<file path="src/rtl/doorlock_seq_ctrl.sv">
// Keypad door-lock sequencer: digit entry, compare, open/fail/lockout, code change.
// Ports: key_press/key_code in, change_mode, match in; user_we/user_digit/user_clr,
// code_we/code_out, open_o/fail_o/change_o/lockout_o, digit_cnt out.
module doorlock_seq_ctrl #(
  parameter int DIGITS      = 4,
  parameter int HOLD_CYC    = 50_000_000,
  parameter int TIMEOUT_CYC = 250_000_000,
  parameter int LOCK_CYC    = 500_000_000,
  parameter int MAX_FAIL    = 3
) (
  input  logic        clk,
  input  logic        rst,
  input  logic        key_press,
  input  logic [3:0]  key_code,
  input  logic        change_mode,
  input  logic        match,
  output logic        user_we,
  output logic [3:0]  user_digit,
  output logic        user_clr,
  output logic        code_we,
  output logic [15:0] code_out,
  output logic        open_o,
  output logic        fail_o,
  output logic        change_o,
  output logic        lockout_o,
  output logic [2:0]  digit_cnt
);

  localparam int HW = $clog2(HOLD_CYC + 1);
  localparam int TW = $clog2(TIMEOUT_CYC + 1);
  localparam int LW = $clog2(LOCK_CYC + 1);
  localparam int FW = $clog2(MAX_FAIL + 1);

  localparam logic [HW-1:0] HOLD_LAST = HW'(HOLD_CYC - 1);
  localparam logic [TW-1:0] TO_LAST   = TW'(TIMEOUT_CYC - 1);
  localparam logic [LW-1:0] LOCK_LAST = LW'(LOCK_CYC - 1);
  localparam logic [FW-1:0] FMAX      = FW'(MAX_FAIL);
  localparam logic [2:0]    DIG       = 3'(DIGITS);

  typedef enum logic [2:0] {
    S_IDLE, S_ENTRY, S_SETTLE, S_CHECK,
    S_OPEN, S_FAIL, S_LOCK, S_CHANGE
  } state_t;

  state_t        state_q, state_d;
  logic          we_q, we_d;
  logic [3:0]    dig_q, dig_d;
  logic          clr_q, clr_d;
  logic          cwe_q, cwe_d;
  logic [15:0]   code_q, code_d;
  logic [15:0]   buf_q, buf_d;
  logic          open_q, open_d;
  logic          fail_q, fail_d;
  logic          chg_q, chg_d;
  logic          lock_q, lock_d;
  logic [2:0]    dcnt_q, dcnt_d;
  logic [FW-1:0] fcnt_q, fcnt_d;
  logic [HW-1:0] hold_q, hold_d;
  logic [TW-1:0] to_q, to_d;
  logic [LW-1:0] lk_q, lk_d;
  logic          key_ok;

  // Codes above 9 are not digits and never count as keys.
  assign key_ok = key_press && (key_code <= 4'd9);

  always_comb begin
    state_d = state_q;
    we_d    = 1'b0;
    dig_d   = dig_q;
    clr_d   = 1'b0;
    cwe_d   = 1'b0;
    code_d  = code_q;
    buf_d   = buf_q;
    dcnt_d  = dcnt_q;
    fcnt_d  = fcnt_q;
    hold_d  = '0;
    to_d    = '0;
    lk_d    = '0;
    unique case (state_q)
      S_IDLE: begin
        if (key_ok) begin
          we_d    = 1'b1;
          dig_d   = key_code;
          dcnt_d  = 3'd1;
          state_d = (DIGITS == 1) ? S_SETTLE : S_ENTRY;
        end
      end
      S_ENTRY: begin
        // A key in the expiry cycle wins over the timeout.
        if (key_ok) begin
          we_d   = 1'b1;
          dig_d  = key_code;
          dcnt_d = dcnt_q + 3'd1;
          if (dcnt_q + 3'd1 == DIG) state_d = S_SETTLE;
        end else if (to_q == TO_LAST) begin
          clr_d   = 1'b1;
          dcnt_d  = '0;
          state_d = S_IDLE;
        end else begin
          to_d = to_q + 1'b1;
        end
      end
      S_SETTLE: state_d = S_CHECK;
      S_CHECK: begin
        if (match && change_mode) begin
          state_d = S_CHANGE;
          clr_d   = 1'b1;
          dcnt_d  = '0;
          buf_d   = '0;
          fcnt_d  = '0;
        end else if (match) begin
          state_d = S_OPEN;
          fcnt_d  = '0;
        end else begin
          state_d = S_FAIL;
          if (fcnt_q != FMAX) fcnt_d = fcnt_q + 1'b1;
        end
      end
      S_OPEN, S_FAIL: begin
        if (hold_q == HOLD_LAST) begin
          clr_d   = 1'b1;
          dcnt_d  = '0;
          state_d = (state_q == S_FAIL && fcnt_q == FMAX) ? S_LOCK : S_IDLE;
        end else begin
          hold_d = hold_q + 1'b1;
        end
      end
      S_LOCK: begin
        if (lk_q == LOCK_LAST) begin
          fcnt_d  = '0;
          state_d = S_IDLE;
        end else begin
          lk_d = lk_q + 1'b1;
        end
      end
      S_CHANGE: begin
        if (key_ok) begin
          for (int i = 0; i < 4; i++)
            if (dcnt_q == 3'(i)) buf_d[15-4*i -: 4] = key_code;
          dcnt_d = dcnt_q + 3'd1;
          if (dcnt_q + 3'd1 == DIG) begin
            cwe_d   = 1'b1;
            code_d  = buf_d;
            buf_d   = '0;
            dcnt_d  = '0;
            state_d = S_IDLE;
          end
        end else if (to_q == TO_LAST) begin
          buf_d   = '0;
          dcnt_d  = '0;
          state_d = S_IDLE;
        end else begin
          to_d = to_q + 1'b1;
        end
      end
      default: state_d = S_IDLE;
    endcase
    // Indications track the state they belong to, one register stage later.
    open_d = (state_d == S_OPEN);
    fail_d = (state_d == S_FAIL);
    chg_d  = (state_d == S_CHANGE);
    lock_d = (state_d == S_LOCK);
  end

  always_ff @(posedge clk or posedge rst) begin
    if (rst) begin
      state_q <= S_IDLE;
      we_q    <= 1'b0;
      dig_q   <= '0;
      clr_q   <= 1'b0;
      cwe_q   <= 1'b0;
      code_q  <= '0;
      buf_q   <= '0;
      open_q  <= 1'b0;
      fail_q  <= 1'b0;
      chg_q   <= 1'b0;
      lock_q  <= 1'b0;
      dcnt_q  <= '0;
      fcnt_q  <= '0;
      hold_q  <= '0;
      to_q    <= '0;
      lk_q    <= '0;
    end else begin
      state_q <= state_d;
      we_q    <= we_d;
      dig_q   <= dig_d;
      clr_q   <= clr_d;
      cwe_q   <= cwe_d;
      code_q  <= code_d;
      buf_q   <= buf_d;
      open_q  <= open_d;
      fail_q  <= fail_d;
      chg_q   <= chg_d;
      lock_q  <= lock_d;
      dcnt_q  <= dcnt_d;
      fcnt_q  <= fcnt_d;
      hold_q  <= hold_d;
      to_q    <= to_d;
      lk_q    <= lk_d;
    end
  end

  assign user_we    = we_q;
  assign user_digit = dig_q;
  assign user_clr   = clr_q;
  assign code_we    = cwe_q;
  assign code_out   = code_q;
  assign open_o     = open_q;
  assign fail_o     = fail_q;
  assign change_o   = chg_q;
  assign lockout_o  = lock_q;
  assign digit_cnt  = dcnt_q;

endmodule

</file>
<file path="config.mk">
export PLATFORM = sky130hd
export DESIGN_NAME = doorlock_seq_ctrl
export DESIGN_NICKNAME = d
export VERILOG_FILES = /design/src/rtl/doorlock_seq_ctrl.sv
export SDC_FILE = /design/constraint.sdc
export NUM_CORES = 1
export LEC_CHECK = 0
export CAP_MARGIN = 20
export CORE_MARGIN = 1
export CORE_UTILIZATION = 56
export CTS_BUF_LIST = sky130_fd_sc_hd__clkbuf_2
export DETAILED_ROUTE_END_ITERATION = 10
export MAX_ROUTING_LAYER = met4
export PLACE_DENSITY = 0.79
export SLEW_MARGIN = 20
export SYNTH_ARGS = -nofsm -noshare
export SYNTH_HDL_FRONTEND = slang
export SYNTH_SLANG_ARGS = --single-unit
</file>
<file path="constraint.sdc">
create_clock -name clk -period 3.86 [get_ports clk]
set_clock_uncertainty 0.05 [all_clocks]
set_input_delay 0.579 -clock clk [delete_from_list [all_inputs] [get_ports clk]]
set_output_delay 0.579 -clock clk [all_outputs]
set_load 0.05 [all_outputs]
</file>
==> results by group, run 1 <==
Critical path
  • Reg2reg path depth: 5
  • Critical Path AT: 1.97 ns
  • CP max FO: 5
  • CP Cell Sequence: clkdlybuf4s50_1
  • Worst Path Required: 3.23 ns
  • Slowest stage delay, CP: 0.84 ns
  • Worst R2R Setup Slack: 1.49 ns
  • Startpoint Class: register
  • Largest delay share family, worst path: buffers and inverters
  • Worst Path Buf+Inv: 1
  • Slowest stage cell on the critical path: clkdlybuf4s50_1
  • Worst reg2reg endpoint: to_q[27]$_DFF_PP0_
  • Critical R2R Launch: to_q[12]$_DFF_PP0_
  • Endpoint class of the critical path: output port
  • Setup Crit Path Kind: reg2out

Floorplanning
  • Initial Util: 0.585
  • Num rows: 38
  • Die area: 0.0120 mm2
  • Number of I/O pins: 39
  • Chip Width: 109 um
  • Core area: 0.0110 mm2
  • Chip Height: 109 um

Global route
  • Vias in the first global route: 4666
  • First-pass GRT wire length: 22100 um
  • Gr ovfl total: 0
  • GRT Util Overall: 0.246
  • Initial antenna violation count: 0
  • Largest net degree at the start of global routing: 88

Final layout
  • Register area: 0.00325 mm2
  • # diodes: 0
  • Fraction of layout cells with a size suffix above 1: 0.0756
  • Final #Nets: 708
  • Fill count: 911
  • Finished Layout Cells: 841
  • Multi-input combinational cell area: 0.00302 mm2
  • Most common cell after layout, fill and taps aside: dfrtp_1
  • Area Overhead vs Synth: 10.3%
  • Commonest non-fill, non-tap cells in the layout: 130 x dfrtp_1, 84 x nor2_1, 61 x nand2_1, 41 x xnor2_1, 38 x clkdlybuf4s50_1

Routing
  • Routed WL: 13000 um
  • Routed via count: 4891
  • Max layer used: met4
  • Via density: 5.82
  • DRT iter0 DRCs: 280
  • Average wire per standard cell: 15.4 um
  • DRT met1 WL: 6070 um
  • DRC errors left: 0
  • Met3 WL: 590 um
  • Antenna Nets Post-Route: 0
  • Drt pass-1 iters: 5
  • Met2 WL post-DR: 6220 um

Synth
  • Register area share after synthesis: 0.504
  • Post-Synth Simple-Gate Area: 0.235
  • Post-Syn Area: 0.00646 mm2
  • Adder-cell share of the synthesized area: 0.0194
  • Synthesized instance count: 655
  • Synth Flop Type: dfrtp_1
  • FFs w/ async S/R, synth: 1.00
  • Main combinational cell family by area after synthesis: simple AND/OR/NAND/NOR gates
  • Post-synthesis compound-gate area fraction: 0.0831
  • Post-synth EDFFs: 0
  • Proportion of synthesized area in mux cells: 0.0360
  • Synth Warn #: 0
  • #FFs+latches synth: 130
  • Avg Cell Area, Syn: 9.86 um2
  • Synth unique cells: 52
  • Post-synthesis xor/xnor area fraction: 0.0909
  • Post-Syn Nets: 674

Placement
  • Gpl congestion: 0.844
  • Detailed Place HPWL: 8990 um
  • PortBufs: 38
  • Inst Count DP: 810

STA
  • Relative slew slack: 0.462
  • Fin crit share: 0.673
  • Least-Margin Pin Slew: 0.808 ns
  • Finish-stage setup viols: 0
  • Final hold viol count: 0
  • Highest clock rate: 385 MHz
  • Count of pins over their slew limit: 0
  • Setup TNS: 0 ns
  • RSZ-0062 raised after global routing: false
  • Fin crit period: 2.60 ns

Power and ir drop
  • Power per Cell Area: 434 mW/mm2
  • Static Leakage: 0.00292 uW
  • Worst-case vdd ir drop: 0.285 mV

Clock network
  • CTS tree: built
  • Num CTS Buffers: 17
  • Total setup buffers inserted after CTS: 0
  • Clk slew on worst S/H paths: 0.17 ns
  • CTS H-Tree Depth: 4
  • CTS resizes: 0
  • Bufs on Longest Clock Path: 2
  • Hold Buf Count CTS: 0
  • Worst-Skew Late Latency: 0.68 ns
  • Root Driver: clkbuf_2
  • # clock sinks: 130

Hold path
  • Min-delay worst type: in2async

Run
  • Max_cap viols: 0

Status
  • Status: completed
## stage by stage
step                hold slack [ns]  area, um2  setup WS [ns]   util  total power, uW
detailed placement            0.426       6960          0.934  0.631             2500
floorplan                     0.398       6460           1.62      -             2240
CTS                           0.103       7120           1.20  0.645             3120
global route                  0.113       7120           1.12  0.646             3270
finish                        0.158       7120           1.26  0.646             3090
global placement              0.414       6960           1.01  0.631             2480
## synth_stat cells, types with 4 or more instances
master    number  share of area
nor3b_1        4         0.0047
nor2_1        84          0.049
nor3_1        22          0.017
nand3_1       22          0.017
nand4_1       19          0.018
mux2_2        10          0.017
or3_1         13          0.013
nor2b_1        4         0.0039
and4_1        15          0.020
and2_1         7         0.0068
xnor2_1       41          0.056
clkbuf_1      20          0.012
and3_1         7         0.0068
mux2i_1       12          0.019
nand2_1       61          0.035
xor2_1        26          0.035
inv_1         22          0.013
nor4b_1        6         0.0081
dfrtp_1      130           0.50
nor4bb_1       4         0.0062
a32o_1        12          0.019
o21ai_0       32          0.025
o211ai_1       4         0.0047
ha_1          10          0.019
nor4_1        10         0.0097
buf_2          8         0.0062
a21oi_1       12         0.0093
## routing by layer
| layer | vias up | global-route usage |
|---|---|---|
| met5 | - | - |
| li1 | 2376 | - |
| met1 | 2407 | 0.322 |
| met4 | 0 | 0.0657 |
| met3 | 12 | 0.0628 |
| met2 | 96 | 0.383 |
## logic make-up after synthesis
kind of cell	after synthesis
AND/OR/NAND/NOR	294
flip-flops	130
AO/OA/AOI/OAI	81
multiplexers	22
adder cells (fa/ha/maj)	10
XOR/XNOR	67
buffers and inverters	51
## worst max path at each step
stage,from,end,depth (start not counted)
3_5_place_dp,key_code[2],buf_q[8]$_DFFE_PP0P_,6
2_1_floorplan,rst,buf_q[10]$_DFFE_PP0P_,1
3_3_place_gp,key_code[2],buf_q[11]$_DFFE_PP0P_,6
6_report,digit_cnt[0]$_DFFE_PP0P_,digit_cnt[0],1
5_1_grt,digit_cnt[0]$_DFFE_PP0P_,digit_cnt[0],1
4_1_cts,digit_cnt[0]$_DFFE_PP0P_,digit_cnt[0],1
## worst reg2reg max path, delay by kind of cell (launching register included)
kind	cells	cell delay (ns)
flip-flops	1	0.45
AND/OR/NAND/NOR	4	1.66
AO/OA/AOI/OAI	1	0.15
## layout make-up
cell class	count	area share
clock buffer	22	0.0155
clock inverter	9	0.00597
inverter	23	0.0126
multi-input combinational	474	0.424
sequential	130	0.457
tap	140	0.0246
timing repair buffer	43	0.0604
## state kept, by name, summed over array words and instances, names as in the netlist, 2 cells and up
register	cells
state_q	3
code_out	16
lk_q	29
digit_cnt	3
fcnt_q	2
buf_q	12
to_q	28
user_digit	4
hold_q	26
## where the power goes
group | internal, uW | switching [uW]
clock network | 164 | 453
logic | 304 | 588
registers | 1460 | 125
Power figures use the tool's default switching activity.
==> run 2: changes to the inputs <==
==> constraint.sdc (replaced) <==
create_clock -name clk -period 2.15 [get_ports clk]
set_clock_uncertainty 0.05 [all_clocks]
set_input_delay 0.3225 -clock clk [delete_from_list [all_inputs] [get_ports clk]]
set_output_delay 0.3225 -clock clk [all_outputs]
set_load 0.05 [all_outputs]
==> run 2 against run 1 <==
Register-to-register slack got worse by 1.5 ns. Routed wire length increased by 8.7%. Sequential share of layout area decreased by 3.2 points. Sequential power increased by 78%. Clock power increased by 110%. Hold slack improved by 0.24 ns. Flip-flop and latch count unchanged. Largest power group unchanged. Global-route usage increased by 1.5 points. Design area increased by 7.8%. Critical path depth increased by 4. Power increased by 91%.
==> results by group, run 2 (synthesis gave the netlist of run 1 again) <==
Status
  • Status: completed

Final layout
  • Final #Nets: 757 (+6.9%)
  • Register area: 0.00326 mm2 (+0.15%)
  • # diodes: 0 (unchanged)
  • Fraction of layout cells with a size suffix above 1: 0.169 (+0.0937)
  • Commonest non-fill, non-tap cells in the layout: 126 x dfrtp_1, 84 x nor2_1, 60 x nand2_1, 46 x buf_4, 41 x xnor2_1
  • Most common cell after layout, fill and taps aside: dfrtp_1
  • Biggest register: lk_q
  • Largest register FFs: 29 (unchanged)
  • Utilization after layout: 0.696 (+0.0502)
  • Multi-input combinational cell area: 0.00316 mm2 (+4.6%)
  • Area Overhead vs Synth: 18.9%
  • Design area: 0.00768 mm2 (+7.8%)
  • Top flop regs: lk_q x29, to_q x28, hold_q x26
  • Fill count: 865 (-5.0%)

STA
  • Finish-stage setup viols: 0 (unchanged)
  • Relative slew slack: 0.652 (+0.191)
  • Setup TNS: 0 ns (unchanged)
  • Count of pins over their slew limit: 0 (unchanged)
  • RSZ-0062 raised after global routing: true
  • Highest clock rate: 470 MHz
  • Least-Margin Pin Slew: 0.521 ns (-0.287 ns)
  • Fin crit period: 2.13 ns
  • Fin crit share: 0.990
  • Final hold viol count: 0 (unchanged)

Routing
  • Via density: 5.81 (about the same)
  • DRC errors left: 0 (unchanged)
  • Routed WL: 14100 um (+8.7%)
  • Average wire per standard cell: 15.8 um (+2.7%)
  • Routed via count: 5172 (+5.7%)
  • Drt pass-1 iters: 5 (unchanged)
  • Antenna Nets Post-Route: 0 (unchanged)
  • DRT iter0 DRCs: 411 (+47%)

Run
  • Max_cap viols: 0 (unchanged)

Clock network
  • Worst-Skew Late Latency: 0.68 ns (about the same)
  • Root Driver: clkbuf_2
  • # clock sinks: 130 (unchanged)
  • CTS H-Tree Depth: 4 (unchanged)
  • Num CTS Buffers: 17 (unchanged)
  • CTS tree: built
  • Bufs on Longest Clock Path: 2 (unchanged)
  • Clk slew on worst S/H paths: 0.18 ns (about the same)

Floorplanning
  • Core area: 0.0110 mm2 (unchanged)
  • Die area: 0.0120 mm2 (unchanged)
  • Chip Height: 109 um (unchanged)
  • Num rows: 38 (unchanged)
  • Initial Util: 0.585 (unchanged)
  • Number of I/O pins: 39 (unchanged)
  • Chip Width: 109 um (unchanged)

Placement
  • Gpl congestion: 0.902 (+6.9%)
  • Area after DPL: 0.00729 mm2 (+4.7%)
  • PortBufs: 38 (unchanged)
  • Detailed Place HPWL: 9800 um (+9.0%)

Critical path
  • CP Cell Sequence: inv_1 > or3_4 > or4_4 > or4_4 > a21oi_2
  • Critical R2R Launch: to_q[16]$_DFF_PP0_
  • Slowest stage cell on the critical path: or4_4
  • Largest delay share family, worst path: simple AND/OR/NAND/NOR gates
  • CP max FO: 5 (unchanged)
  • Critical path's most frequent cell: or4_4
  • Worst Path Required: 2.73 ns (-0.50 ns)
  • Worst Path Buf+Inv: 1 (unchanged)
  • Setup Crit Path Kind: reg2reg
  • Critical Path AT: 2.71 ns (+0.74 ns)
  • Crit path from: to_q[16]$_DFF_PP0_
  • Startpoint Class: register
  • Slowest stage delay, CP: 0.59 ns (-0.25 ns)
  • Endpoint class of the critical path: register

Global route
  • Vias in the first global route: 4983 (+6.8%)
  • First-pass GRT wire length: 23300 um (+5.6%)
  • Initial antenna violation count: 0 (unchanged)
  • Gr ovfl total: 0 (unchanged)
  • Largest net degree at the start of global routing: 38 (-57%)
  • GRT Util Overall: 0.260 (+0.0146)

Power and ir drop
  • Static Leakage: 0.00339 uW (+16%)
  • Worst-case vdd ir drop: 0.406 mV (+42%)
  • Power per Cell Area: 769 mW/mm2 (+77%)
  • Overall Power: 5910 uW (+91%)

Hold path
  • Min-delay worst type: in2reg
  • Worst min-delay path startpoint: key_code[2]
-- run 2: cell types whose count changed in the layout (fill, tap and decap cells not counted), moves of 3 or more --
cell / delta
buf_4: +42
clkdlybuf4s50_1: -30
dlygate4sd2_1: +29
buf_12: +4
dfrtp_1: -4
dfrtp_2: +4
clkbuf_2: +3
clkinv_1: -3
nor4_1: -3
o21ai_0: -3
o21ai_1: +3
-- run 2: layout make-up --
class / instances / area share
sequential: 130 / 0.424
multi-input combinational: 475 / 0.412
timing repair buffer: 91 / 0.106
tap: 140 / 0.0228
clock buffer: 25 / 0.0163
inverter: 23 / 0.0117
clock inverter: 6 / 0.00766
-- run 2: timing repair --
action | 4_1_cts | 5_1_grt
hold buffers | 1 | 0
endpoints found under the setup margin | 34 | 59
pin swaps | 0 | 10
resized for setup | 33 | 29
gates cloned | 0 | 1
setup buffers | 1 | 10
hold endpoints to repair | 17 | 0
-- run 2: worst register-to-register path: stages, from the launching register on --
cell,delay (ns)
dfrtp_1,0.43
inv_1,0.07
or3_4,0.40
or4_4,0.59
or4_4,0.43
a21oi_2,0.13
-- run 2: routing by layer --
layer | share of wire | global-route usage | up-vias
met1 | 0.45 | 0.342 | 2520
li1 | - | - | 2480
met4 | 0.018 | 0.0971 | 0
met2 | 0.48 | 0.397 | 148
met3 | 0.052 | 0.0593 | 24
met5 | 0 | - | -
-- run 2: power by group --
group          internal (uW)  switching [uW]
Combinational            655            1160
Clock                    440             839
Sequential              2620             189
Total                   3720            2190
-- run 2: stage by stage --
| step | std cells | setup WS [ns] | hold slack, ns |
|---|---|---|---|
| after floorplan | 655 | -0.0128 | 0.398 |
| after global placement | 846 | -0.124 | 0.411 |
| after detailed placement | 846 | -0.234 | 0.419 |
| after CTS | 879 | 0.0104 | 0.341 |
| after global routing | 890 | -0.0560 | 0.350 |
| final | 890 | 0.0210 | 0.397 |
-- run 2: final timing paths --
path / end / cells after the start / slack [ns]
max reg2reg: to_q[27]$_DFF_PP0_ / 5 / 0.02
min: user_digit[2]$_DFFE_PP0P_ / 3 / 0.40
max: to_q[27]$_DFF_PP0_ / 5 / 0.02
min in group asynchronous: hold_q[21]$_DFF_PP0_ / 3 / 0.50
max in group asynchronous: to_q[23]$_DFF_PP0_ / 4 / 0.98
min reg2reg: hold_q[0]$_DFF_PP0_ / 1 / 0.44
